<file path="src/rtl/control_circuit.sv">
// control_circuit: fetch/decode sequencer for the 8-register single-bus datapath.
// Latency: LOAD 3, MOV 2, ADD/SUB 4, NOP 2 cycles including fetch; outputs decode state+IR.
// No backpressure: T0 always follows the done cycle. Optional SUB via macro CC_SUB_EN.
module control_circuit (
    input  logic        clk,
    input  logic        rst,
    input  logic [15:0] instr,
    output logic        ext_data_en,
    output logic        ext_data_low_reg_en,
    output logic [7:0]  reg_in_en,
    output logic [7:0]  reg_out_en,
    output logic        alu_reg_en,
    output logic        alu_sel,
    output logic        alu_out_en,
    output logic        g_reg_en,
    output logic        done
);

    typedef enum logic [1:0] {
        T0 = 2'd0,
        T1 = 2'd1,
        T2 = 2'd2,
        T3 = 2'd3
    } state_t;

    localparam logic [3:0] OP_LOAD = 4'b0000;
    localparam logic [3:0] OP_MOV  = 4'b0001;
    localparam logic [3:0] OP_ADD  = 4'b0010;
    localparam logic [3:0] OP_SUB  = 4'b0011;

    state_t      state;
    logic [15:0] ir;
    logic [3:0]  opcode;
    logic [2:0]  rx;
    logic [2:0]  ry;
    logic        is_arith;
    logic [7:0]  rx_hot;
    logic [7:0]  ry_hot;

    assign opcode = ir[15:12];
    assign rx     = ir[10:8];
    assign ry     = ir[6:4];
    assign rx_hot = 8'd1 << rx;
    assign ry_hot = 8'd1 << ry;

`ifdef CC_SUB_EN
    assign is_arith = (opcode == OP_ADD) || (opcode == OP_SUB);
`else
    // Without subtract support, opcode 0011 falls through to the NOP path.
    assign is_arith = (opcode == OP_ADD);
`endif

    // The immediate travels to the datapath through its own register, and
    // IR[11]/IR[3] are don't-care fields, so these bits are not decoded here.
    logic unused_ir_bits;
    assign unused_ir_bits = ^{ir[11], ir[7], ir[3:0]};

    // State register and instruction register; IR only captures in fetch.
    always_ff @(posedge clk or posedge rst) begin
        if (rst) begin
            state <= T0;
            ir    <= 16'h0000;
        end else begin
            case (state)
                T0: begin
                    ir    <= instr;
                    state <= T1;
                end
                T1: begin
                    if (opcode == OP_LOAD || is_arith)
                        state <= T2;
                    else
                        state <= T0;
                end
                T2: begin
                    if (is_arith)
                        state <= T3;
                    else
                        state <= T0;
                end
                default: state <= T0;
            endcase
        end
    end

    // Control decode from registered state and IR; no path from instr.
    always_comb begin
        ext_data_en         = 1'b0;
        ext_data_low_reg_en = 1'b0;
        reg_in_en           = 8'h00;
        reg_out_en          = 8'h00;
        alu_reg_en          = 1'b0;
        alu_sel             = 1'b0;
        alu_out_en          = 1'b0;
        g_reg_en            = 1'b0;
        done                = 1'b0;
        case (state)
            T1: begin
                if (opcode == OP_LOAD) begin
                    ext_data_low_reg_en = 1'b1;
                end else if (opcode == OP_MOV) begin
                    reg_out_en = ry_hot;
                    reg_in_en  = rx_hot;
                    done       = 1'b1;
                end else if (is_arith) begin
                    reg_out_en = rx_hot;
                    alu_reg_en = 1'b1;
                end else begin
                    done = 1'b1;
                end
            end
            T2: begin
                if (opcode == OP_LOAD) begin
                    ext_data_en = 1'b1;
                    reg_in_en   = rx_hot;
                    done        = 1'b1;
                end else if (is_arith) begin
                    reg_out_en = ry_hot;
                    g_reg_en   = 1'b1;
`ifdef CC_SUB_EN
                    alu_sel    = opcode[0];
`endif
                end
            end
            T3: begin
                alu_out_en = 1'b1;
                reg_in_en  = rx_hot;
                done       = 1'b1;
            end
            default: ;
        endcase
    end

endmodule

</file>
<file path="config.mk">
export PLATFORM = sky130hd
export DESIGN_NAME = control_circuit
export DESIGN_NICKNAME = d
export VERILOG_FILES = /design/src/rtl/control_circuit.sv
export SDC_FILE = /design/constraint.sdc
export NUM_CORES = 1
export LEC_CHECK = 0
export ABC_AREA = 1
export ABC_CLOCK_PERIOD_IN_PS = 2800
export CORE_UTILIZATION = 30
export CTS_CLUSTER_DIAMETER = 100
export DETAILED_ROUTE_END_ITERATION = 7
export PLACE_DENSITY = 0.63
export SYNTH_ARGS = -nofsm -noshare
export SYNTH_HDL_FRONTEND = slang
export SYNTH_SLANG_ARGS = --single-unit
export TNS_END_PERCENT = 20
</file>
<file path="constraint.sdc">
create_clock -name clk -period 2.8 [get_ports clk]
set_input_delay 0.28 -clock clk [delete_from_list [all_inputs] [get_ports clk]]
set_output_delay 0.28 -clock clk [all_outputs]
set_load 0.01 [all_outputs]
</file>
; ---- Yosys cells after proc, flatten, opt, wreduce, memory -nomap -nowiden
; Cells that the tools add are included.
[word_totals]
ff_bits = 18
elab_cells = 39
output_inout_bits = 23
in_bits = 18
[op_classes]
shifts = 2
n_reduce_logical = 3
muxes = 27
n_eq_ne = 5
[op_table]
columns = op, n
row1 = $mux W8, 8
row2 = $pmux W8 S3, 1
row3 = $pmux W8 S2, 1
row4 = $shl A1 B3 Y8 const A, 2
row5 = $mux W1, 13
row6 = $pmux W2 S3, 1
row7 = $eq A2 B2 Y1 const B, 2
row8 = $eq A4 B1 Y1 const B, 1
row9 = $eq A4 B2 Y1 const B, 1
row10 = $logic_not A4 Y1, 1
row11 = $mux W2, 2
row12 = $pmux W1 S3, 1
row13 = $eq A2 B1 Y1 const B, 1
row14 = $logic_not A2 Y1, 1
row15 = $logic_or A1 B1 Y1, 1

; ---- Logic depth before layout (Yosys ltp)
[logic_depth]
ltp_word = 5
ltp_mapped = 7
ltp_nobuf = 7

; ---- Worst setup path before layout
; Ideal clock, no wire load.
[synth_timing]
kind = register to output
start = register state[0]
end = output port reg_out_en[0]
slack_ps = 1259
path_buffers = 1
required_ps = 2520
stages_incl_launch_ff = 8
t_arrival_ps = 1261
path_cell_list = dfrtp_1 > inv_1 > ha_1 > inv_1 > nor2_2 > buf_4 > nand2_1 > a21oi_1
[synth_via]
elab_chain_len = 2
word_cells_on_any_way = 3
cone_classes = eq/ne (2) / mux (1)
[synth_rtl]
columns = item, line
row1 = from (decl), 31  ; state_t state;
row2 = from (signal assigned), 61  ; state <= T0;
row3 = from (signal assigned), 67  ; state <= T1;
row4 = from (signal assigned), 71  ; state <= T2;
row5 = $eq A2 B2 Y1 or $eq A2 B1 Y1 (tied branches), 97  ; case (state)
row6 = $pmux W8 S2 *, 97
row7 = to (decl), 11  ; output logic [7:0] reg_out_en,
; Mark *: on every way between the ends. The rest lies on a longest branch, timed or not.

; ---- Final worst setup path
[layout_timing]
start = register state[0]
end = output port reg_out_en[5]
; The elaborated chain is that of the path after synthesis.

==> key figures <==
GRT
  • First-pass GRT wire length: 4.188 mm
  • Initial antenna violation count: 0
  • Largest net degree at the start of global routing: 22
  • Grt total ovfl: 0
  • Vias in the first global route: 943
  • Total track usage: 14.53%

Route
  • Total vias in the final route: 1118
  • DR iter-0 viols: 41
  • Final WL: 2.440 mm
  • Vias/cell: 4.402
  • Drt first pass iters: 4
  • DR DRC count: 0
  • Routed Antenna Nets: 0
  • Routed len/inst: 9.606 um

Yosys
  • Seq cells post-synth: 12
  • Post-synth top area share: 27.78%
  • EDFF count, synth: 0
  • Net Count, Synth: 202
  • Library cells used by synthesis: 22
  • Count leader, synth: nand2_1
  • Post-Syn Area: 1081 um^2
  • Synth cell count leaders: 68 x nand2_1, 23 x inv_1, 19 x nor2_1, 12 x dfrtp_1, 11 x o21ai_0
  • Post-synthesis sequential area ratio: 27.78%
  • Ys flop type: dfrtp_1
  • Ranking of synthesized cells by area: dfrtp_1 28%, nand2_1 24%, inv_1 8.0%, nor2_1 6.6%, ha_1 5.8%
  • Synth Instances: 179
  • Syn_area_per_cell: 6.039 um^2
  • Count of warnings emitted by yosys: 0
  • Cell taking the most area after synthesis: dfrtp_1
  • Ys async rst share: 100.0%

Timing
  • Final setup viols: 0
  • Clock Skew: 0.009964 ns
  • Final Worst Setup Slack: 0.1896 ns
  • Final Slew Violations: 0
  • Crit share post-route: 93.23%
  • RSZ-0062 raised after global routing: no
  • Hold slack: 0.3199 ns
  • Fin Setup TNS: 0 ns
  • F_max: 383.1 MHz
  • Minimum clock period after layout: 2.610 ns
  • Slew headroom: 60.62%
  • Least-Margin Pin Slew: 0.5907 ns
  • Final Hold Fails: 0

Setup path
  • WP data required: 2.52 ns
  • CP top delay family: buffers and inverters
  • Buffers & Inverters on Critical Path: 3
  • Crit path top cell by count: inv_1
  • Crit-path cells: inv_1, ha_1, inv_1, nor2_2, nand2_1, a21oi_1, clkdlybuf4s50_1
  • Largest stage delay, worst path: 0.56 ns
  • Worst setup EP type: output port
  • Worst setup SP type: register
  • CP max stage cell: clkdlybuf4s50_1
  • Crit path DAT: 2.33 ns
  • CP Class: reg2out
  • CP max FO: 11

CTS
  • CTS Buffer Depth: 2
  • Setup Fix Bufs, Post-CTS: 0
  • Clock Latency Late Sink: 0.26 ns
  • H-Tree Depth: 1
  • Root Driver: clkbuf_4
  • CTS clk-pin slew, worst paths: 0.07 ns
  • Post-cts sizing count: 0
  • Clock sinks: 12
  • TritonCTS Buffers: 3
  • TritonCTS clock tree: built
  • Hold-fix buffers at CTS: 0

Floorplanning
  • Initial Utilization: 31.89%
  • I/O pins: 41
  • Core area: 3390 um^2
  • DIE WIDTH: 62.03 um
  • Placement Rows: 21
  • Overall die height: 62.03 um
  • Die area: 3848 um^2

Finish
  • Nets: 233
  • Layout Utilization: 42.86%
  • Ant diodes: 0
  • P&R area growth vs syn: 34.37%
  • Final instance area: 1453 um^2
  • Share of cells above drive strength 1: 6.731%

Placement
  • IO Port Bufs: 33
  • Placed inst area: 1430 um^2
  • GPL Wtd Cong: 0.7951
  • Hpwl dp: 1.907 mm
  • Dpl ws: 0.5278 ns

Hold path
  • Min-delay worst type: in2async

Status
  • Outcome: complete, no violations

Power
  • Peak supply drop: 0.3852 mV
  • Power density cells: 838.5 nW/um^2
  • Leak Pwr: 0.6893 nW

Run
  • Max_cap viols: 0
-- stage by stage --
| step | power (mW) | std cells |
|---|---|---|
| after detailed placement | 1.124 | 251 |
| after global placement | 1.118 | 251 |
| after global routing | 1.365 | 254 |
| after CTS | 1.226 | 254 |
| after floorplan | 0.9173 | 179 |
| final | 1.218 | 254 |
-- power by group --
part	internal, mW	switching [mW]
clock	0.0496	0.0509
combinational	0.259	0.513
sequential	0.261	0.0844
total	0.570	0.648
-- worst paths after layout --
| kind | startpoint | depth (start not counted) | slack (ns) | to |
|---|---|---|---|---|
| setup reg to reg | state[1] | 5 | 1.35 | state[1] |
| hold reg to reg | ir[4] | 2 | 0.59 | ir[4] |
| hold / removal | rst | 2 | 0.32 | ir[13] |
| setup / recovery | state[0] | 7 | 0.19 | reg_out_en[5] |
| min in group clk | instr[12] | 3 | 0.57 | ir[12] |
| max in group asynchronous | rst | 2 | 2.16 | ir[8] |
-- per-layer routing --
metal | vias up | track usage, % | wire (um)
met1 | 477 | 20.74 | 1250
li1 | 601 | - | -
met4 | 0 | 3.492 | 13
met5 | - | 0 | 0
met2 | 38 | 22.19 | 1044
met3 | 2 | 3.313 | 130
-- cell type report --
cell class,instances,area [um^2]
clock buffer,3,22.52
fill,367,1937
sequential,12,300.3
timing repair buffer,33,330.3
tap,46,57.56
inverter,26,97.59
multi-input combinational,134,644.4
-- flip-flops by register name, indices dropped and copies added, names as in the netlist --
register  flops
state         2
ir           10
-- layout by cell type, fill, tap and decap left out, types with 3 or more instances in the layout --
master	netlist	final
inv_1	23	23
clkbuf_4	0	3
nand2_1	68	68
nor3_1	9	9
nor2_1	19	19
inv_2	3	3
a21oi_1	9	9
ha_1	5	5
dfrtp_1	12	12
o21ai_0	11	11
clkdlybuf4s50_1	0	33
-- cell families (layout without fill, tap and decap cells) --
family / after synthesis / count (layout) / share of synthesized area, %
and+or+nand+nor: 104 / 104 / 40.16
AOI/OAI and AO/OA: 24 / 24 / 13.31
DFF: 12 / 12 / 27.78
adders and majority gates: 5 / 5 / 5.787
other: 1 / 1 / 0.3469
buffers and inverters: 33 / 62 / 12.61
(Power assumes the default switching activity.)
==> RTL edit 1, RTL diff (same flow settings) <==
The option `CC_SUB_EN` is turned on by a define.
--- a/src/rtl/control_circuit.sv
+++ b/src/rtl/control_circuit.sv
@@ -3,2 +3,4 @@
 // No backpressure: T0 always follows the done cycle. Optional SUB via macro CC_SUB_EN.
+`define CC_SUB_EN
+
 module control_circuit (
Function: changed (Yosys sat finds a counterexample within 4 cycles, from zero or initial values and one cycle with rst high).
==> RTL edit 1 against the unedited design <==
- core utilization grew 2.0 points
- synthesized area grew 3.0%
- register-to-register slack gained 30 ps
- combinational power grew 14%
- worst hold slack gained 40 ps
- sequential cell count is the same
- routed wire length shrank 0.20%
- non-clock buffer count grew 1
- total power grew 16%
- setup slack gained 200 ps
- clock power grew 85%
- design area grew 6.4%
- maximum frequency grew 8.1%
- largest cell class unchanged
- largest power group unchanged
==> RTL edit 1: results (changes against the unedited design) <==
stage,metric,value,unit,change
status,status,finished clean,,unchanged
clocking,clk_pin_slew,50,ps,was 70 ps
route,drt-initial-drc-count,74,,was 41
placement,port_buffers,34,,was 33
clocking,insertion_delay,240,ps,was 260 ps
route,drt-total-wl,2440,um,about the same
power,powerDensity,918,mW/mm^2,was 838 mW/mm^2
global_routing,grt_pass1_vias,966,,was 943
placement,preCtsSetupSlack,641,ps,was 528 ps
logic_synthesis,synth-compound-area-share,12.5,%,was 13.3%
route,vias,1115,,"was 1,118"
clocking,htree_levels,1,,unchanged
clocking,cts_buffers,3,,unchanged
critical_path,reg2regPathDepth,3,,was 5
critical_path,worstSetupStartpoint,state[1]$_DFF_PP0_,,was state[0]$_DFF_PP0_
route,first_pass_iters,4,,unchanged
power,ir_worst_vdd,507,uV,was 385 uV
logic_synthesis,netlist_top_cells_area,"dfrtp_1, nand2_1, inv_1, ha_1, nor2_1",,"was dfrtp_1, nand2_1, inv_1, nor2_1, ha_1"
critical_path,cp_top_family,buffers and inverters,,unchanged
layout,final_nets,236,,was 233
layout,diodes,0,,unchanged
placement,post-dp-hpwl,1900,um,was 1910 um
placement,gp_congestion,0.771,,was 0.795
logic_synthesis,synthTopCellsByCount,"nand2_1, inv_1, nor2_1",,unchanged
clocking,clockRootBuffer,clkbuf_8,,was clkbuf_4
critical_path,max_stage_delay,530,ps,was 560 ps
power,leakagePower,0.771,nW,was 0.689 nW
critical_path,reg2reg_from,state[0]$_DFF_PP0_,,was state[1]$_DFF_PP0_
sta,finClkSkew,2.47,ps,was 9.96 ps
sta,slew_headroom,59.2,%,was 60.6%
global_routing,grt_antenna_before_repair,0,,unchanged
global_routing,grt_pass1_wl,4350,um,was 4190 um
floorplanning,dieArea,0.00396,mm^2,was 0.00385 mm^2
critical_path,worstPathArrival,2130,ps,was 2330 ps
logic_synthesis,synth_fa_ha_area_share,6.74,%,was 5.79%
global_routing,grt_usage,13.6,%,was 14.5%
logic_synthesis,yosysSeqAreaShare,27.0,%,was 27.8%
layout,fillers,368,,was 367
layout,drive_above_1_share,8.53,%,was 6.73%
## RTL edit 1: cell count changes in the layout (fill, tap and decap cells not counted), moves of 2 or more
cell      change
clkbuf_8      +4
a21oi_1       +2
nor2_4        -2
nand2_4       +3
clkbuf_4      -3
nand2_1       -2
nor2_8        +2
o21a_1        -2
## RTL edit 1: layout make-up
class,count,area share [%]
multi-input combinational,133,44.0
inverter,28,7.29
clock buffer,4,3.56
timing repair buffer,34,22.0
tap,46,3.72
sequential,12,19.4
## RTL edit 1: report_power, final
part           total (mW)  internal (mW)  switching (mW)
clock               0.187          0.124          0.0629
combinational       0.880          0.297           0.583
sequential          0.351          0.264          0.0874
total                1.42          0.685           0.733
## RTL edit 1: per-stage QoR
step | instances | instance area, um^2 | hold slack [ps]
final | 257 | 1550 | 360
after global routing | 257 | 1550 | 420
after CTS | 257 | 1550 | 386
after detailed placement | 253 | 1490 | 579
after global placement | 253 | 1490 | 569
after floorplan | 178 | 1110 | 145
## RTL edit 1: metal layers
layer / global-route usage [%] / part of all wire (%)
met5: 0 / 0
met2: 20.0 / 45
met1: 19.7 / 50
met4: 5.23 / 1.3
met3: 1.82 / 3.1
## RTL edit 1: kinds of logic after synthesis
kind of cell,count (synthesis)
DFF,12
and+or+nand+nor,103
AOI/OAI and AO/OA,24
adders and majority gates,6
buffers and inverters,33
## RTL edit 1: path summary, 6_finish.rpt
kind | endpoint | slack, ps
max in group asynchronous | state[0]$_DFF_PP0_ | 2110
hold reg to reg | ir[9]$_DFFE_PP0N_ | 580
setup reg to reg | ir[8]$_DFFE_PP0N_ | 1380
setup / recovery | done | 390
min in group clk | ir[9]$_DFFE_PP0N_ | 580
hold / removal | ir[15]$_DFFE_PP0N_ | 360
==> RTL edit 2, RTL diff (same settings) <==
Made on the original files. Register the output `reg_in_en`, cleared by the reset; this adds one clock of latency there. The other outputs are not delayed to match.
--- a/src/rtl/control_circuit.sv
+++ b/src/rtl/control_circuit.sv
@@ -29,2 +29,4 @@
     localparam logic [3:0] OP_SUB  = 4'b0011;
+
+    logic [7:0] reg_in_en_d;
 
@@ -89,3 +91,3 @@
         ext_data_low_reg_en = 1'b0;
-        reg_in_en           = 8'h00;
+        reg_in_en_d         = 8'h00;
         reg_out_en          = 8'h00;
@@ -102,3 +104,3 @@
                     reg_out_en = ry_hot;
-                    reg_in_en  = rx_hot;
+                    reg_in_en_d = rx_hot;
                     done       = 1'b1;
@@ -114,3 +116,3 @@
                     ext_data_en = 1'b1;
-                    reg_in_en   = rx_hot;
+                    reg_in_en_d = rx_hot;
                     done        = 1'b1;
@@ -126,3 +128,3 @@
                 alu_out_en = 1'b1;
-                reg_in_en  = rx_hot;
+                reg_in_en_d = rx_hot;
                 done       = 1'b1;
@@ -133,2 +135,10 @@
 
+    always_ff @(posedge clk or posedge rst) begin
+        if (rst) begin
+            reg_in_en <= '0;
+        end else begin
+            reg_in_en <= reg_in_en_d;
+        end
+    end
+
 endmodule
Check against the original RTL: not equivalent (Yosys sat finds a counterexample within 4 cycles, from zero or initial values and one cycle with rst high).
==> RTL edit 2 against the unedited design <==
- clock power grew to 2.9 times the old value
- global-route usage is 0.74 points lower
- clock skew decreased by 8.4 ps
- synthesized area increased by 15%
- non-clock buffer count up 1
- routed wire length rose by 12%
- first-iteration DRC count up 66%
- combinational power increased by 4.0%
- total power is 28% higher
- sequential cell count increased by 8
- setup slack gained 140 ps
- design area up 17%
==> RTL edit 2: results (changes against the unedited design) <==
stage,metric,value,unit,change
logic_synthesis,netlist_top_cells_area,"dfrtp_1, nand2_1, inv_1, nor2_1, a21oi_1",,"was dfrtp_1, nand2_1, inv_1, nor2_1, ha_1"
clocking,clockRootBuffer,clkbuf_8,,was clkbuf_4
critical_path,cp_max_fo,9,,was 11
sta,fin_crit,2470,ps,was 2610 ps
critical_path,worstSetupStartpoint,ir[12]$_DFFE_PP0P_,,was state[0]$_DFF_PP0_
global_routing,grt_usage,13.8,%,was 14.5%
status,status,finished clean,,unchanged
critical_path,reg2reg_from,state[0]$_DFF_PP0_,,was state[1]$_DFF_PP0_
layout,top_regs,"ir: 10 flops, reg_in_en: 8 flops, state: 2 flops",,"was ir: 10 flops, state: 2 flops"
global_routing,grt_max_degree,21,,was 22
route,vias,1203,,"was 1,118"
power,leakagePower,0.827,nW,was 0.689 nW
route,via_per_inst,4.56,,was 4.40
route,drt-total-wl,2740,um,was 2440 um
placement,preCtsSetupSlack,663,ps,was 528 ps
sta,slew_headroom,48.4,%,was 60.6%
placement,placed_cell_area,0.00163,mm^2,was 0.00143 mm^2
placement,dp.cells,260,,was 251
route,drt-initial-drc-count,68,,was 41
power,ir_worst_vdd,429,uV,was 385 uV
layout,drive_above_1_share,6.07,%,was 6.73%
power,intPower,0.858,mW,was 0.570 mW
critical_path,worstPathArrival,2190,ps,was 2330 ps
global_routing,grt_pass1_wl,4640,um,was 4190 um
sta,hold_ws,461,ps,was 320 ps
logic_synthesis,synthTopCellsByCount,"nand2_1, inv_1, nor2_1",,unchanged
logic_synthesis,yosysSeqAreaShare,40.4,%,was 27.8%
RTL edit 2: cell count changes in the layout (fill, tap and decap cells not counted), sizes merged, moves of 2 or more:
cell   change
o21a       -2
inv        +2
nand3      +8
nand2     -18
dfrtp      +8
or2        +6
a21oi      +7
nor3       -7
RTL edit 2: power by group through the flow:
| stage | sequential (mW) | clock [mW] | combinational, mW |
|---|---|---|---|
| 6_report | 0.471 | 0.289 | 0.803 |
| 5_1_grt | 0.486 | 0.309 | 0.925 |
| 4_1_cts | 0.472 | 0.295 | 0.807 |
| 3_5_place_dp | 0.478 | 0 | 0.803 |
| 3_3_place_gp | 0.474 | 0 | 0.797 |
| 2_1_floorplan | 0.462 | 0 | 0.570 |
RTL edit 2: cell families after synthesis:
kind of cell / after synthesis / share of synthesized area, %
flip-flops: 20 / 40.4
AO/OA/AOI/OAI: 28 / 11.5
adder cells (fa/ha/maj): 5 / 5.05
other: 1 / 0.302
buffers and inverters: 31 / 9.69
AND/OR/NAND/NOR: 94 / 33.1
RTL edit 2: how the worst min path moves through the flow:
stage	from	to	depth (start not counted)
2_1_floorplan	rst	ir[10]$_DFFE_PP0P_	1
3_3_place_gp	ir[14]$_DFFE_PP0P_	ir[14]$_DFFE_PP0P_	2
3_5_place_dp	ir[14]$_DFFE_PP0P_	ir[14]$_DFFE_PP0P_	2
4_1_cts	rst	reg_in_en[4]$_DFF_PP0_	2
5_1_grt	rst	reg_in_en[4]$_DFF_PP0_	2
6_report	rst	reg_in_en[0]$_DFF_PP0_	2
RTL edit 2: per-layer routing:
metal | share of wire [%] | track usage, % | vias up
met5 | 0 | 0 | -
li1 | - | - | 621
met3 | 5.3 | 2.76 | 7
met4 | 2.2 | 5.59 | 0
met2 | 46 | 21.3 | 34
met1 | 46 | 18.6 | 541
RTL edit 2: final cells by class:
class                      count  area (um^2)
clock inverter                 1         30.0
sequential                    20          500
clock buffer                   3         41.3
timing repair buffer          34          338
inverter                      28          105
multi-input combinational    128          619
fill                         442         2270
tap                           50         62.6
RTL edit 2: critical path, stage by stage (launching register included):
cell and delay, ps:
dfrtp_1 410, inv_2 80, nand2_2 60, nor2_4 240, nand2_4 120, or2_0 230, a21oi_1 220, clkdlybuf4s50_1 570
